**src/rtl/vga_plot_arbiter.sv**
```systemverilog
// vga_plot_arbiter: shares one VGA adapter write port between N_REQ sprite
// datapaths. One burst of PIXELS plotted pixels is granted at a time.
//
// Ports:
//   clock, resetn              clock, asynchronous active-low reset
//   req[N_REQ]                 level burst requests, sampled only in IDLE
//   x_in/y_in/colour_in        packed per-requester pixel data (8/7/3 bits)
//   draw[N_REQ]                one-hot draw enable, PIXELS cycles per burst
//   finish[N_REQ]              one-cycle completion pulse after the burst
//   vga_x/vga_y/vga_colour     registered pixel to the VGA adapter
//   plot                       VGA write enable, lags draw by one cycle
//   busy                       high whenever the arbiter is not IDLE
//
// Build option: define VGA_ARB_FIXED_PRIORITY_EN for lowest-index-wins
// arbitration; round-robin is used otherwise.
module vga_plot_arbiter #(
    parameter int N_REQ  = 3,
    parameter int PIXELS = 32,
    parameter int CNT_W  = 5
) (
    input  logic               clock,
    input  logic               resetn,
    input  logic [N_REQ-1:0]   req,
    input  logic [N_REQ*8-1:0] x_in,
    input  logic [N_REQ*7-1:0] y_in,
    input  logic [N_REQ*3-1:0] colour_in,
    output logic [N_REQ-1:0]   draw,
    output logic [N_REQ-1:0]   finish,
    output logic [7:0]         vga_x,
    output logic [6:0]         vga_y,
    output logic [2:0]         vga_colour,
    output logic               plot,
    output logic               busy
);

    localparam int IDX_W = (N_REQ > 2) ? $clog2(N_REQ) : 1;

    typedef enum logic [1:0] {
        IDLE,
        GRANT,
        DRAW,
        DONE
    } state_t;

    state_t             state;
    state_t             state_nx;
    logic [CNT_W-1:0]   cnt;
    logic [IDX_W-1:0]   grant_idx;
    logic [IDX_W-1:0]   winner;
    logic               last_pix;
    logic [7:0]         sel_x;
    logic [6:0]         sel_y;
    logic [2:0]         sel_colour;

    assign last_pix = (cnt == CNT_W'(PIXELS - 1));

`ifdef VGA_ARB_FIXED_PRIORITY_EN

    // Descending scan: the lowest set index is written last and wins.
    always_comb begin
        winner = '0;
        for (int i = N_REQ - 1; i >= 0; i--) begin
            if (req[i]) winner = IDX_W'(i);
        end
    end

`else

    logic [IDX_W-1:0] last_grant;
    int               best_off;

    // Distance of requester i from last_grant going upward with wrap;
    // the previous winner itself is the farthest (offset N_REQ).
    function automatic int rr_off(input int i, input int last);
        return (i > last) ? (i - last) : (i + N_REQ - last);
    endfunction

    always_comb begin
        winner   = '0;
        best_off = N_REQ + 1;
        for (int i = 0; i < N_REQ; i++) begin
            if (req[i] && rr_off(i, int'(last_grant)) < best_off) begin
                winner   = IDX_W'(i);
                best_off = rr_off(i, int'(last_grant));
            end
        end
    end

    always_ff @(posedge clock or negedge resetn) begin
        if (!resetn) begin
            last_grant <= IDX_W'(N_REQ - 1);
        end else if (state == IDLE && |req) begin
            last_grant <= winner;
        end
    end

`endif

    always_comb begin
        sel_x      = '0;
        sel_y      = '0;
        sel_colour = '0;
        for (int i = 0; i < N_REQ; i++) begin
            if (grant_idx == IDX_W'(i)) begin
                sel_x      = x_in[8*i +: 8];
                sel_y      = y_in[7*i +: 7];
                sel_colour = colour_in[3*i +: 3];
            end
        end
    end

    always_ff @(posedge clock or negedge resetn) begin
        if (!resetn) begin
            state <= IDLE;
        end else begin
            state <= state_nx;
        end
    end

    always_comb begin
        state_nx = state;
        draw     = '0;
        finish   = '0;
        busy     = (state != IDLE);
        unique case (state)
            IDLE: begin
                if (|req) state_nx = GRANT;
            end
            GRANT: begin
                state_nx = DRAW;
            end
            DRAW: begin
                for (int i = 0; i < N_REQ; i++) begin
                    draw[i] = (grant_idx == IDX_W'(i));
                end
                if (last_pix) state_nx = DONE;
            end
            DONE: begin
                for (int i = 0; i < N_REQ; i++) begin
                    finish[i] = (grant_idx == IDX_W'(i));
                end
                state_nx = IDLE;
            end
        endcase
    end

    always_ff @(posedge clock or negedge resetn) begin
        if (!resetn) begin
            grant_idx <= '0;
        end else if (state == IDLE && |req) begin
            grant_idx <= winner;
        end
    end

    // The counter holds at PIXELS-1 rather than wrapping when PIXELS
    // equals 2**CNT_W.
    always_ff @(posedge clock or negedge resetn) begin
        if (!resetn) begin
            cnt <= '0;
        end else if (state == GRANT) begin
            cnt <= '0;
        end else if (state == DRAW && !last_pix) begin
            cnt <= cnt + CNT_W'(1);
        end
    end

    always_ff @(posedge clock or negedge resetn) begin
        if (!resetn) begin
            vga_x      <= '0;
            vga_y      <= '0;
            vga_colour <= '0;
            plot       <= 1'b0;
        end else begin
            plot <= (state == DRAW);
            if (state == DRAW) begin
                vga_x      <= sel_x;
                vga_y      <= sel_y;
                vga_colour <= sel_colour;
            end
        end
    end

endmodule
```
**config.mk**
```make
export PLATFORM = sky130hd
export DESIGN_NAME = vga_plot_arbiter
export DESIGN_NICKNAME = d
export VERILOG_FILES = /design/src/rtl/vga_plot_arbiter.sv
export SDC_FILE = /design/constraint.sdc
export NUM_CORES = 1
export LEC_CHECK = 0
export ABC_AREA = 1
export ABC_CLOCK_PERIOD_IN_PS = 3000
export CAP_MARGIN = 40
export CORE_MARGIN = 2
export CORE_UTILIZATION = 41
export DETAILED_ROUTE_END_ITERATION = 8
export GPL_ROUTABILITY_DRIVEN = 0
export HOLD_SLACK_MARGIN = 0.03
export PLACE_DENSITY = 0.8
export SYNTH_ARGS = -nofsm -noshare
export SYNTH_HDL_FRONTEND = slang
export SYNTH_SLANG_ARGS = --single-unit
export TNS_END_PERCENT = 1
```
**constraint.sdc**
```tcl
create_clock -name clock -period 3 [get_ports clock]
set_input_delay 0.45 -clock clock [delete_from_list [all_inputs] [get_ports clock]]
set_output_delay 0.45 -clock clock [all_outputs]
set_load 0.01 [all_outputs]
```
==> results.ini <==
[logic_synthesis]
ys_warn_count=0
synth.area.top_cells=dfrtp_1, nand2_1, ha_1
synth_compound_area_share_pct=13.8
synthCells=240
synth_nets=315
yosysUniqueCellTypes=25
synth.mux.area_fraction_pct=0
avgSynthCellArea_um2=7.49
yosys.area.top_type_share_pct=39.0
yosys_register_bits=29
syn_area_um2=1800
synth_area_leader_cell=dfrtp_1
yosys.area_share.simple_pct=27.2
synth_xor_area_share_pct=0
synth_fa_ha_area_share_pct=11.1
ys_seq_area_share_pct=40.4
synth_top_family_by_area=simple AND/OR/NAND/NOR gates

[detailed_routing]
routed_wl_mm=4.97
drt_iter0_drc=90
postRouteAntennaNets=0
wire_per_inst_um=13.1
drc=0
dr_total_vias=1881
drt_pass1_iterations=4
via_per_inst=4.96

[clock_tree]
root_buffer=clkbuf_8
clk-insertion-delay-late_ns=0.28
cts-htree-levels=2
postCtsHoldBufs=0
cts_tree=built
cts-resized-gates=0
post_cts_buffers=0
clk_pin_slew_ns=0.06
cts_buffers=5
clockBufferDepth=2
clock_sinks=29

[floorplan]
fp.dieW_um=70.2
num_io_pins=85
die_y_um=70.2
coreArea_um2=4290
die_area_um2=4930
initial_core_util_pct=41.9
row_count=24

[setup_path]
start_kind=register
critical_path_arrival_ns=2.38
crit_type=register to output port
end_kind=output port
critPathRequiredTime_ns=2.55
worstPathMaxFanout=18

[timing]
layout_setup_ws_ns=0.165
hold_viol_final=0
worst-slew-pin-transition_ns=0.646
maxSlewHeadroom_pct=56.9
report.final.slew_viol_count=0
fmaxAchievable_mhz=353
fin_setup_tns_ns=0
hold_ws_ns=0.510
rsz0062_at_grt=no
finalClockSkew_ns=0.00300
period_needed_ns=2.83
finalSetupViolCount=0
period_share_pct=94.5

[layout]
syn_to_final_growth_pct=54.4
layout.cells.non_filler=379
diodes=0
fin_nets=401
drive_gt1_share_pct=5.50
n_fill_cell=389

[pwr]
p_leak_nw=1.24
vdd_drop_max_mv=0.429
p_per_area_nw_per_um2=969

[grt]
grt_pass1_vias=1875
grt_pass1_wl_mm=8.63
antenna_found_initial=0
grt_max_degree=30
overflow=0
grtUsageTotal_pct=21.6

[place]
portBuffers=84
place_ws_ns=0.332
place.detailed.hpwl_mm=3.75
dpl.cell_count=371

[min_path]
min_path_type=register to register

[run_status]
outcome=completed

[flow_run]
max_cap_violations=0

==> placed cells by master, fill, tap and decap left out <==
master           synthesis  layout
a211oi_1                 1       1
a21oi_1                  4       4
a22oi_1                  1       1
a31oi_1                 25      25
a41oi_1                  3       3
buf_4                    0       4
clkbuf_1                 2       1
clkbuf_8                 0       5
clkdlybuf4s50_1          0      84
clkinv_1                 1       1
clkinv_2                 0       2
dfrtp_1                 28      28
dfstp_2                  1       1
ha_1                    16      16
inv_1                   21      21
inv_2                    3       3
nand2_1                 71      71
nand2_2                  1       1
nand3_1                  7       7
nand4_1                  3       3
nor2_1                  33      33
nor2_2                   1       1
nor2_4                   1       1
nor3_1                   3       3
nor4_1                   1       1
o21ai_0                  5       5
o21ai_1                  1       1
==> cell families after synthesis <==
logic type,after synthesis
compound gates,40
fa+ha+maj,16
buf+inv,34
flops,29
simple gates,121
==> routing by layer <==
metal | track usage [%] | part of all wire [%] | vias to the layer above
met1 | 26.6 | 45 | 867
li1 | - | - | 960
met3 | 5.05 | 4.3 | 9
met5 | 0 | 0 | -
met4 | 7.05 | 2.3 | 0
met2 | 37.1 | 48 | 45
==> power breakdown <==
group	switching, mW	total [mW]	internal (mW)
clock	0.151	0.311	0.160
combinational	0.909	1.66	0.751
sequential	0.121	0.721	0.599
==> synth_stat cells <==
master	n
nand2_1	71
nor2_1	33
dfrtp_1	28
a31oi_1	25
inv_1	21
ha_1	16
nand3_1	7
buf_2	5
o21ai_0	5
a21oi_1	4
a41oi_1	3
inv_2	3
nand4_1	3
nor3_1	3
buf_1	2
clkbuf_1	2
a211oi_1	1
a22oi_1	1
clkinv_1	1
dfstp_2	1
nand2_2	1
nor2_2	1
nor2_4	1
nor4_1	1
o21ai_1	1
==> state kept, by name, indices dropped and copies added (netlist names) <==
signal,count
cnt,5
grant_idx,1
last_grant,2
plot,1
state,2
vga_colour,3
vga_x,8
vga_y,7
==> area by class of cell <==
| cell class | instances | area (um^2) | share of cell area [%] |
|---|---|---|---|
| clock buffers | 6 | 72.6 | 2.61 |
| clock inverters | 2 | 10.0 | 0.361 |
| well taps | 52 | 65.1 | 2.34 |
| flip-flops and latches | 29 | 727 | 26.2 |
| repair buffers | 88 | 871 | 31.4 |
| inverters | 25 | 93.8 | 3.38 |
| multi-input cells | 177 | 937 | 33.8 |
==> worst max-delay path, cell delays in order, from the launching register on <==
cell,delay (ns)
dfrtp_1,0.43
inv_2,0.10
buf_4,0.22
nor2_4,0.34
inv_1,0.11
nor2_1,0.30
clkdlybuf4s50_1,0.61
==> through the flow <==
step | util (%) | instance area (um^2) | total power [mW]
floorplan | - | 1800 | 1.74
global placement | 62.7 | 2690 | 2.35
detailed placement | 62.7 | 2690 | 2.40
CTS | 64.7 | 2780 | 2.72
global route | 64.7 | 2780 | 2.98
finish | 64.7 | 2780 | 2.69
==> path summary, 6_finish.rpt <==
| path | cells past startpoint | slack [ns] | end | startpoint |
|---|---|---|---|---|
| max in group asynchronous | 2 | 2.14 | last_grant[1]$_DFFE_PN1P_ | resetn |
| setup reg to reg | 19 | 0.42 | grant_idx[1]$_DFFE_PN0P_ | last_grant[1]$_DFFE_PN1P_ |
| hold / removal | 2 | 0.51 | last_grant[1]$_DFFE_PN1P_ | last_grant[1]$_DFFE_PN1P_ |
| setup / recovery | 6 | 0.17 | draw[1] | last_grant[0]$_DFFE_PN0P_ |
| min in group asynchronous | 2 | 0.54 | cnt[2]$_DFFE_PN0P_ | resetn |
| hold reg to reg | 2 | 0.51 | last_grant[1]$_DFFE_PN1P_ | last_grant[1]$_DFFE_PN1P_ |
Note: power is estimated with default switching activity, not from simulation.
